File: src/rtl/bus_xfer_pkg.sv
// -----------------------------------------------------------------------------
// bus_xfer_pkg
// Shared definitions for the bus transfer controller:
//   - transfer op encodings (OP_MOVE, OP_SWAP, OP_LOAD, OP_RSVD)
//   - controller state enum
//   - default register count and bus width
//   - command validation helper
// Optional feature macro: BUS_XFER_CTRL_SWAP_EN (enables the SWAP command).
// -----------------------------------------------------------------------------
package bus_xfer_pkg;

    localparam int NREG_DEFAULT = 4;
    localparam int DW_DEFAULT   = 4;

    localparam logic [1:0] OP_MOVE = 2'b00;
    localparam logic [1:0] OP_SWAP = 2'b01;
    localparam logic [1:0] OP_LOAD = 2'b10;
    localparam logic [1:0] OP_RSVD = 2'b11;

`ifdef BUS_XFER_CTRL_SWAP_EN
    localparam bit SWAP_EN = 1'b1;
`else
    localparam bit SWAP_EN = 1'b0;
`endif

    typedef enum logic [2:0] {
        S_IDLE  = 3'd0,
        S_STEP1 = 3'd1,
        S_STEP2 = 3'd2,
        S_STEP3 = 3'd3,
        S_FIN   = 3'd4
    } xfer_state_e;

    // A register-to-register transfer onto itself is meaningless and is
    // rejected; SWAP is only legal when the feature is compiled in.
    function automatic logic cmd_is_valid(input logic [1:0] op, input logic same_idx);
        logic ok;
        case (op)
            OP_MOVE: ok = !same_idx;
            OP_SWAP: ok = SWAP_EN && !same_idx;
            OP_LOAD: ok = 1'b1;
            default: ok = 1'b0;
        endcase
        return ok;
    endfunction

endpackage

File: src/rtl/bus_xfer_ctrl_if.sv
// -----------------------------------------------------------------------------
// bus_xfer_ctrl_if
// Command and enable bundle between a command issuer (master) and the
// bus_xfer_ctrl controller (slave).
//   master -> slave : start, op, src, dst, imm
//   slave -> master : reg_out, reg_in, tmp_out, tmp_in, ext_out, ext_data,
//                     busy, done, err
// -----------------------------------------------------------------------------
interface bus_xfer_ctrl_if #(
    parameter int NREG = 4,
    parameter int DW   = 4
);
    localparam int IW = (NREG > 1) ? $clog2(NREG) : 1;

    logic            start;
    logic [1:0]      op;
    logic [IW-1:0]   src;
    logic [IW-1:0]   dst;
    logic [DW-1:0]   imm;

    logic [NREG-1:0] reg_out;
    logic [NREG-1:0] reg_in;
    logic            tmp_out;
    logic            tmp_in;
    logic            ext_out;
    logic [DW-1:0]   ext_data;
    logic            busy;
    logic            done;
    logic            err;

    modport master (
        output start, op, src, dst, imm,
        input  reg_out, reg_in, tmp_out, tmp_in, ext_out, ext_data, busy, done, err
    );

    modport slave (
        input  start, op, src, dst, imm,
        output reg_out, reg_in, tmp_out, tmp_in, ext_out, ext_data, busy, done, err
    );
endinterface

File: src/rtl/bus_xfer_dec.sv
// -----------------------------------------------------------------------------
// bus_xfer_dec
// Register index to one-hot enable decoder with a global enable.
//   i_idx    : register index
//   i_en     : when low, all outputs are 0
//   o_onehot : NREG-bit one-hot select
// -----------------------------------------------------------------------------
module bus_xfer_dec #(
    parameter int NREG = 4,
    parameter int IW   = 2
) (
    input  logic [IW-1:0]   i_idx,
    input  logic            i_en,
    output logic [NREG-1:0] o_onehot
);

    // Compare against every index rather than shifting, so a non power-of-two
    // NREG never selects a bit that does not exist.
    always_comb begin
        o_onehot = '0;
        for (int i = 0; i < NREG; i++) begin
            o_onehot[i] = i_en && (i_idx == IW'(i));
        end
    end

endmodule

File: src/rtl/bus_xfer_ctrl.sv
// -----------------------------------------------------------------------------
// bus_xfer_ctrl
// Sequences register-file bus enables for MOVE, LOAD-immediate and (optional)
// SWAP transfers so that exactly one source drives the shared bus per step.
// Ports:
//   clk : rising-edge clock
//   rst : synchronous active-high reset
//   bus : bus_xfer_ctrl_if.slave (command in; enables, busy/done/err out)
// All outputs are registered; the enables for a step are visible for the whole
// cycle that ends on the edge where the datapath latches.
// Optional feature macro: BUS_XFER_CTRL_SWAP_EN (SWAP, STEP2/STEP3, temp
// register enables). Without it op=01 is rejected like a reserved op.
// -----------------------------------------------------------------------------
module bus_xfer_ctrl
    import bus_xfer_pkg::*;
#(
    parameter int NREG = NREG_DEFAULT,
    parameter int DW   = DW_DEFAULT
) (
    input  logic          clk,
    input  logic          rst,
    bus_xfer_ctrl_if.slave bus
);

    localparam int IW = (NREG > 1) ? $clog2(NREG) : 1;

    localparam logic [2:0] ST_IDLE  = S_IDLE;
    localparam logic [2:0] ST_STEP1 = S_STEP1;
`ifdef BUS_XFER_CTRL_SWAP_EN
    localparam logic [2:0] ST_STEP2 = S_STEP2;
    localparam logic [2:0] ST_STEP3 = S_STEP3;
`endif
    localparam logic [2:0] ST_FIN   = S_FIN;

    logic [2:0]      r_state;
    logic [2:0]      w_state_nxt;
    logic [1:0]      r_op;
    logic [1:0]      w_op_nxt;
    logic [IW-1:0]   r_src;
    logic [IW-1:0]   w_src_nxt;
    logic [IW-1:0]   r_dst;
    logic [IW-1:0]   w_dst_nxt;
    logic [DW-1:0]   r_imm;
    logic [DW-1:0]   w_imm_nxt;

    logic            w_accept;
    logic            w_err_nxt;

    logic            w_out_en;
    logic [IW-1:0]   w_out_idx;
    logic            w_in_en;
    logic [IW-1:0]   w_in_idx;
    logic [NREG-1:0] w_reg_out_nxt;
    logic [NREG-1:0] w_reg_in_nxt;
    logic            w_tmp_out_nxt;
    logic            w_tmp_in_nxt;
    logic            w_ext_out_nxt;
    logic [DW-1:0]   w_ext_data_nxt;
    logic            w_busy_nxt;
    logic            w_done_nxt;

    logic [NREG-1:0] r_reg_out;
    logic [NREG-1:0] r_reg_in;
    logic            r_tmp_out;
    logic            r_tmp_in;
    logic            r_ext_out;
    logic [DW-1:0]   r_ext_data;
    logic            r_busy;
    logic            r_done;
    logic            r_err;

    // busy is low in IDLE and FIN, so a command may be accepted in the FIN
    // cycle (back-to-back) but never while a step is in flight.
    assign w_accept = bus.start && !r_busy;

    // Next state and command capture.
    always_comb begin
        w_state_nxt = ST_IDLE;
        w_op_nxt    = r_op;
        w_src_nxt   = r_src;
        w_dst_nxt   = r_dst;
        w_imm_nxt   = r_imm;
        w_err_nxt   = 1'b0;
        case (r_state)
            ST_IDLE, ST_FIN: begin
                if (w_accept) begin
                    w_op_nxt  = bus.op;
                    w_src_nxt = bus.src;
                    w_dst_nxt = bus.dst;
                    w_imm_nxt = bus.imm;
                    if (cmd_is_valid(bus.op, bus.src == bus.dst)) begin
                        w_state_nxt = ST_STEP1;
                    end else begin
                        w_state_nxt = ST_IDLE;
                        w_err_nxt   = 1'b1;
                    end
                end else begin
                    w_state_nxt = ST_IDLE;
                end
            end
            ST_STEP1: begin
`ifdef BUS_XFER_CTRL_SWAP_EN
                if (r_op == OP_SWAP) begin
                    w_state_nxt = ST_STEP2;
                end else begin
                    w_state_nxt = ST_FIN;
                end
`else
                w_state_nxt = ST_FIN;
`endif
            end
`ifdef BUS_XFER_CTRL_SWAP_EN
            ST_STEP2: w_state_nxt = ST_STEP3;
            ST_STEP3: w_state_nxt = ST_FIN;
`endif
            default:  w_state_nxt = ST_IDLE;
        endcase
    end

    // Enables for the state being entered, so they register alongside it.
    always_comb begin
        w_out_en       = 1'b0;
        w_out_idx      = w_src_nxt;
        w_in_en        = 1'b0;
        w_in_idx       = w_dst_nxt;
        w_tmp_out_nxt  = 1'b0;
        w_tmp_in_nxt   = 1'b0;
        w_ext_out_nxt  = 1'b0;
        w_ext_data_nxt = '0;
        case (w_state_nxt)
            ST_STEP1: begin
                case (w_op_nxt)
                    OP_MOVE: begin
                        w_out_en = 1'b1;
                        w_in_en  = 1'b1;
                    end
                    OP_LOAD: begin
                        w_ext_out_nxt  = 1'b1;
                        w_ext_data_nxt = w_imm_nxt;
                        w_in_en        = 1'b1;
                    end
`ifdef BUS_XFER_CTRL_SWAP_EN
                    OP_SWAP: begin
                        w_out_en     = 1'b1;
                        w_tmp_in_nxt = 1'b1;
                    end
`endif
                    default: w_out_en = 1'b0;
                endcase
            end
`ifdef BUS_XFER_CTRL_SWAP_EN
            // Second SWAP step: dst value moves into src.
            ST_STEP2: begin
                w_out_en  = 1'b1;
                w_out_idx = w_dst_nxt;
                w_in_en   = 1'b1;
                w_in_idx  = w_src_nxt;
            end
            // Third SWAP step: saved src value returns from temp into dst.
            ST_STEP3: begin
                w_tmp_out_nxt = 1'b1;
                w_in_en       = 1'b1;
            end
`endif
            default: w_out_en = 1'b0;
        endcase
`ifdef BUS_XFER_CTRL_SWAP_EN
        w_busy_nxt = (w_state_nxt == ST_STEP1) || (w_state_nxt == ST_STEP2) ||
                     (w_state_nxt == ST_STEP3);
`else
        w_busy_nxt = (w_state_nxt == ST_STEP1);
`endif
        w_done_nxt = (w_state_nxt == ST_FIN);
    end

    bus_xfer_dec #(.NREG(NREG), .IW(IW)) u_out_dec (
        .i_idx    (w_out_idx),
        .i_en     (w_out_en),
        .o_onehot (w_reg_out_nxt)
    );

    bus_xfer_dec #(.NREG(NREG), .IW(IW)) u_in_dec (
        .i_idx    (w_in_idx),
        .i_en     (w_in_en),
        .o_onehot (w_reg_in_nxt)
    );

    // State, captured command and registered outputs; reset wins over start.
    always_ff @(posedge clk) begin
        if (rst) begin
            r_state    <= ST_IDLE;
            r_op       <= 2'b00;
            r_src      <= '0;
            r_dst      <= '0;
            r_imm      <= '0;
            r_reg_out  <= '0;
            r_reg_in   <= '0;
            r_tmp_out  <= 1'b0;
            r_tmp_in   <= 1'b0;
            r_ext_out  <= 1'b0;
            r_ext_data <= '0;
            r_busy     <= 1'b0;
            r_done     <= 1'b0;
            r_err      <= 1'b0;
        end else begin
            r_state    <= w_state_nxt;
            r_op       <= w_op_nxt;
            r_src      <= w_src_nxt;
            r_dst      <= w_dst_nxt;
            r_imm      <= w_imm_nxt;
            r_reg_out  <= w_reg_out_nxt;
            r_reg_in   <= w_reg_in_nxt;
            r_tmp_out  <= w_tmp_out_nxt;
            r_tmp_in   <= w_tmp_in_nxt;
            r_ext_out  <= w_ext_out_nxt;
            r_ext_data <= w_ext_data_nxt;
            r_busy     <= w_busy_nxt;
            r_done     <= w_done_nxt;
            r_err      <= w_err_nxt;
        end
    end

    assign bus.reg_out  = r_reg_out;
    assign bus.reg_in   = r_reg_in;
    assign bus.tmp_out  = r_tmp_out;
    assign bus.tmp_in   = r_tmp_in;
    assign bus.ext_out  = r_ext_out;
    assign bus.ext_data = r_ext_data;
    assign bus.busy     = r_busy;
    assign bus.done     = r_done;
    assign bus.err      = r_err;

endmodule

File: src/flat_wrapper.sv
// flat-port wrapper written by rule: the top's interface ports become plain ports
module bus_xfer_ctrl_flat import bus_xfer_pkg::*;
#(
    parameter int NREG = NREG_DEFAULT,
    parameter int DW   = DW_DEFAULT
)
  (clk, rst, bus_start, bus_op, bus_src, bus_dst, bus_imm, bus_reg_out, bus_reg_in, bus_tmp_out, bus_tmp_in, bus_ext_out, bus_ext_data, bus_busy, bus_done, bus_err);
  bus_xfer_ctrl_if #(.NREG(NREG), .DW(DW)) bus_i ();
  input  logic clk;
  input  logic rst;
  input wire logic [$bits(bus_i.start)-1:0] bus_start;
  input wire logic [$bits(bus_i.op)-1:0] bus_op;
  input wire logic [$bits(bus_i.src)-1:0] bus_src;
  input wire logic [$bits(bus_i.dst)-1:0] bus_dst;
  input wire logic [$bits(bus_i.imm)-1:0] bus_imm;
  output wire logic [$bits(bus_i.reg_out)-1:0] bus_reg_out;
  output wire logic [$bits(bus_i.reg_in)-1:0] bus_reg_in;
  output wire logic [$bits(bus_i.tmp_out)-1:0] bus_tmp_out;
  output wire logic [$bits(bus_i.tmp_in)-1:0] bus_tmp_in;
  output wire logic [$bits(bus_i.ext_out)-1:0] bus_ext_out;
  output wire logic [$bits(bus_i.ext_data)-1:0] bus_ext_data;
  output wire logic [$bits(bus_i.busy)-1:0] bus_busy;
  output wire logic [$bits(bus_i.done)-1:0] bus_done;
  output wire logic [$bits(bus_i.err)-1:0] bus_err;
  assign bus_i.start = bus_start;
  assign bus_i.op = bus_op;
  assign bus_i.src = bus_src;
  assign bus_i.dst = bus_dst;
  assign bus_i.imm = bus_imm;
  assign bus_reg_out = bus_i.reg_out;
  assign bus_reg_in = bus_i.reg_in;
  assign bus_tmp_out = bus_i.tmp_out;
  assign bus_tmp_in = bus_i.tmp_in;
  assign bus_ext_out = bus_i.ext_out;
  assign bus_ext_data = bus_i.ext_data;
  assign bus_busy = bus_i.busy;
  assign bus_done = bus_i.done;
  assign bus_err = bus_i.err;
  bus_xfer_ctrl #(.NREG(NREG), .DW(DW)) u_core (.clk(clk), .rst(rst), .bus(bus_i));
endmodule
File: config.mk
export PLATFORM = sky130hd
export DESIGN_NAME = bus_xfer_ctrl_flat
export DESIGN_NICKNAME = d
export VERILOG_FILES = /design/src/rtl/bus_xfer_pkg.sv /design/src/rtl/bus_xfer_ctrl_if.sv /design/src/rtl/bus_xfer_dec.sv /design/src/rtl/bus_xfer_ctrl.sv /design/src/flat_wrapper.sv
export SDC_FILE = /design/constraint.sdc
export NUM_CORES = 1
export LEC_CHECK = 0
export BUFFER_PORTS_ARGS = -buffer_cell sky130_fd_sc_hd__buf_2
export CORE_MARGIN = 3
export CORE_UTILIZATION = 40
export CTS_CLUSTER_DIAMETER = 50
export DETAILED_ROUTE_END_ITERATION = 7
export GPL_TIMING_DRIVEN = 0
export MAX_ROUTING_LAYER = met4
export PLACE_DENSITY = 0.81
export SYNTH_ARGS = -nofsm -noshare
export SYNTH_HDL_FRONTEND = slang
export SYNTH_SLANG_ARGS = --single-unit
File: constraint.sdc
create_clock -name clk -period 1.4 [get_ports clk]
set_input_delay 0.14 -clock clk [delete_from_list [all_inputs] [get_ports clk]]
set_output_delay 0.14 -clock clk [all_outputs]
set_load 0.01 [all_outputs]
Word level (Yosys, flattened, before mapping)

Index checks and enable logic that the tools add are counted.

Flip-flop bits (word level): 29
Input bits: 13

Equal/unequal tests: 13
Muxes and demuxes: 20
Bitwise operators: 4
Reductions and logical operators: 21

Operators with widths:

| kind                                           | count |
|---|---|
| == test 2 bit (second input constant)          | 6 |
| two-way mux 2 bit                              | 6 |
| two-way mux 1 bit                              | 10 |
| logical AND 1 bit                              | 9 |
| logical NOT 2 bit                              | 4 |
| two-way mux 4 bit                              | 2 |
| == test 3 x 1 -> 1 bit (second input constant) | 2 |
| == test 3 bit (second input constant)          | 2 |
| one-hot mux 3 bit (2 select lines)             | 1 |
| OR reduction 2 bit                             | 3 |
| OR reduction 3 bit                             | 2 |
| == test 2 x 1 -> 1 bit (second input constant) | 2 |
| NOT 1 bit                                      | 4 |
| logical NOT 3 bit                              | 1 |
| == test 2 bit                                  | 1 |
| logical NOT 1 bit                              | 2 |
| one-hot mux 1 bit (2 select lines)             | 1 |

Logic depth before layout (Yosys ltp)

Word-level depth: 11
Mapped depth: 4

By module

Synthesis repeated with hierarchy kept, for this count alone.

Cells, all modules: 69
Area, all modules: 804.5 um^2

Modules (own cells, without submodules):

| module        | times used | cells an instance | area an instance (um^2) | seq. area each (um^2) |
|---|---|---|---|---|
| bus_xfer_ctrl | 1          | 61                | 729.4                   | 420.4 |
| bus_xfer_dec  | 2          | 4                 | 37.5                    | 0.0 |

Worst setup path before layout

No wires, ideal clock.

Path type: reg-to-reg
From: reg u_core.r_busy, in the netlist u_core.bus.busy
To: reg u_core.r_reg_out[1], in the netlist u_core.bus.reg_out[1]
Setup time: 0.088 ns
Data arrival time: 0.991 ns
Data required time: 1.312 ns
Setup slack: 0.321 ns
Stages on the path, launching flop included: 4
Path buffers: 0
Period minus slack after synthesis: 1.079 ns
Cell sequence: dfxtp_1 nor3b_2 o311ai_4 nor4b_2

Word-level cells in the longest chain between the ends: 8
Elaborated cells between the ends (all ways): 14
Those cells by class: 2 x eq/ne; 8 x mux; 4 x reduce/logical

RTL lines:

| element                                                                                    | line                 | source |
|---|---|---|
| from (decl)                                                                                | bus_xfer_ctrl.sv:68  | `logic r_busy;` |
| from (signal assigned)                                                                     | bus_xfer_ctrl.sv:217 | `r_busy <= w_busy_nxt;` |
| logical NOT 1 bit *                                                                        | bus_xfer_ctrl.sv:74  | `assign w_accept = bus.start && !r_busy;` |
| logical AND 1 bit *                                                                        | bus_xfer_ctrl.sv:74  |  |
| parallel branches: the longest is 5 deep, another holds one-hot mux 3 bit (2 select lines) | -                    |  |
| logical AND 1 bit *                                                                        | bus_xfer_dec.sv:22   | `o_onehot[i] = i_en && (i_idx == IW'(i));` |
| to (signal assigned)                                                                       | bus_xfer_ctrl.sv:211 | `r_reg_out <= w_reg_out_nxt;` |
| to (decl)                                                                                  | bus_xfer_ctrl.sv:62  | `logic [NREG-1:0] r_reg_out;` |

Mark *: on every way between the ends.
A chain may end at the register's enable or synchronous reset.

Final worst setup path

From: reg u_core.r_state[0]
To: reg u_core.r_reg_out[1], in the netlist u_core.bus.reg_out[1]

Word-level cells in the longest chain between the ends: 7
Elaborated cells between the ends (all ways): 13
Those cells by class: 4 x eq/ne; 5 x mux; 4 x reduce/logical

RTL lines:

| element                                                               | line                 | source |
|---|---|---|
| from (decl)                                                           | bus_xfer_ctrl.sv:35  | `logic [2:0] r_state;` |
| from (signal assigned)                                                | bus_xfer_ctrl.sv:206 | `r_state <= w_state_nxt;` |
| parallel branches: the longest is 6 deep, another holds == test 3 bit | -                    |  |
| logical AND 1 bit *                                                   | bus_xfer_dec.sv:22   |  |

Marks and branches as above.

==> impl_metrics.json <==
{
  "critPathTopFamily": "simple AND/OR/NAND/NOR gates",
  "grt_max_degree": 11,
  "synth_area_leaders": "dfxtp_1 (58%), xor2_2 (5.5%), nor4b_2 (5.1%), o311ai_4 (4.4%), and2_1 (4.2%)",
  "final_area_sq_um": 777,
  "ys_seq_elements": 17,
  "grt_overflow_total": 0,
  "insertion_delay_ns": 0.29,
  "final_cells": 96,
  "place_congestion": 0.670,
  "cts_tree": "built",
  "reg2reg_from": "u_core.r_state[0]",
  "clock-sinks": 17,
  "num_antenna_cells": 0,
  "rsz0062_at_grt": "false",
  "seq_area_frac_synth_pct": 57.5,
  "grt_pass1_wl_um": 1540,
  "grtUsageTotal_pct": 11.2,
  "drt-wirelength-per-cell_um": 10.2,
  "avgSynthCellArea_sq_um": 12.1,
  "layout_commonest_cell": "buf_2",
  "fin_worst_skew_ns": 0.0127,
  "drtPass1Iterations": 2,
  "boundaryPins": 31,
  "relSlewSlack_pct": 62.7,
  "nets": 95,
  "syn_area_sq_um": 592,
  "grt_pass1_vias": 390,
  "drtIter0Drc": 3,
  "worst_setup_path_start_kind": "flop",
  "path_clk_slew_ns": 0.10,
  "cp_slowest_cell": "dfxtp_1",
  "syn_inst": 49,
  "cts_hold_buf": 0,
  "antenna_found_initial": 0,
  "via_count": 436,
  "synth_top_area_share_pct": 57.5,
  "slowest_delay_ns": 0.33,
  "setup_tns_ns": 0,
  "ant_nets": 0,
  "min_period_ns": 1.15,
  "critPathLaunch": "u_core.r_state[0]",
  "status": "finished, final reports clean",
  "cap_violations": 0,
  "dp_hpwl_um": 783,
  "die-area_sq_um": 1980,
  "path_buf_inv": 0,
  "vias_per_cell": 4.54,
  "ys_warn_count": 0,
  "initial_core_util_pct": 43.8,
  "routed_wl_um": 982,
  "ir_worst_vdd_mv": 0.530,
  "ys_types": 19,
  "fin_crit_sh_pct": 82.2,
  "setup_viol": 0,
  "dp.cells": 92,
  "leakage_uw": 0.000387,
  "postCtsResizedCells": 0,
  "crit_chain": "nor3b_2 > o311ai_4 > nor4b_2",
  "syn2layout_area_growth_pct": 31.3,
  "hp-start": "bus_imm[2]",
  "synth_top_area_cell": "dfxtp_1",
  "cts_max_path_buffers": 2,
  "numPortBuffers": 27,
  "htreeDepth": 1,
  "cts_setup_buffers": 0,
  "route.detailed.drc": 0,
  "cts_root_buf": "clkbuf_4",
  "cp.required_ns": 1.60,
  "criticalPathCategory": "reg2reg",
  "drive_gt1_share_pct": 53.1,
  "fmax_mhz": 868,
  "dpl-instance-area_sq_um": 749,
  "cts_made_buffers": 3,
  "arrival_ns": 1.35,
  "power_per_cell_area_nw_per_um2": 1080,
  "finalHoldViolations": 0,
  "core-area_sq_um": 1350,
  "mostFrequentLayoutCells": "buf_2 (28), dfxtp_1 (17), and2_1 (4)",
  "hp-class": "in2reg",
  "die_x_um": 44.5,
  "rows": 13,
  "dieHeight_um": 44.5,
  "finalMaxSlewViolations": 0,
  "tightest_slew_ns": 0.558,
  "endpoint_kind": "flop",
  "crit_fanout": 10
}
[cells in the mapped netlist]
cell type and count:
o311ai_4 1, inv_2 2, nor2_1 3, buf_2 1
buf_4 2, nor3_1 3, nor4_1 1, nor3b_1 2
nand2_1 2, xor2_2 2, clkbuf_1 1, and3_1 1
nor3b_2 2, dfxtp_1 17, conb_1 1, o21a_1 1
and2_1 4, nor4b_2 2, or3b_1 1
[report_power, final]
| part | switching, uW | internal [uW] |
|---|---|---|
| registers | 3.72 | 494 |
| clock network | 144 | 106 |
| logic | 48.7 | 40.7 |
[final cells by class]
class	instances	area, sq um
fill	119	573
multi-input combinational	27	224
clock inverter	1	5.00
sequential	17	340
timing repair buffer	27	135
inverter	2	7.51
clock buffer	3	22.5
buffer	4	23.8
tap	15	18.8
[worst paths after layout]
path | cells after the start | slack (ns) | to
worst max register to register | 3 | 0.25 | u_core.bus.reg_out[1]
worst min-delay path | 2 | 0.04 | u_core.bus.ext_data[2]
worst max-delay path | 3 | 0.25 | u_core.bus.reg_out[1]
worst min register to register | 1 | 0.41 | u_core.bus.done
[registers in the layout (all words and copies together) (netlist names)]
name and flops:
u_core.bus.busy 1, u_core.bus.ext_data 4, u_core.bus.reg_in 4, u_core.r_state 1, u_core.bus.ext_out 1, u_core.bus.done 1, u_core.bus.reg_out 4, u_core.bus.err 1
[metal layers]
layer	global-route usage [%]	share of wire (%)	up-vias
met5	-	0	-
met4	7.23	1.7	0
met3	2.85	12	2
met2	18.3	47	23
met1	11.7	40	188
li1	-	-	223
[per-stage QoR]
stage	util [%]	hold slack, ns	total power, uW	worst slack, ns
3_3_place_gp	55.5	0.338	596	0.164
6_report	57.6	0.0405	837	0.249
5_1_grt	57.6	0.0433	881	0.150
4_1_cts	57.6	0.0352	849	0.229
3_5_place_dp	55.5	0.345	598	0.142
2_1_floorplan	-	0.211	560	0.321
[logic make-up after synthesis]
family / after synthesis / synth area share, %
buf+inv: 6 / 5.28
other cells: 1 / 0.634
simple gates: 21 / 25.4
xor+xnor: 2 / 5.50
compound gates: 2 / 5.71
flops: 17 / 57.5
No activity file was read; power rests on OpenSTA's default activity.
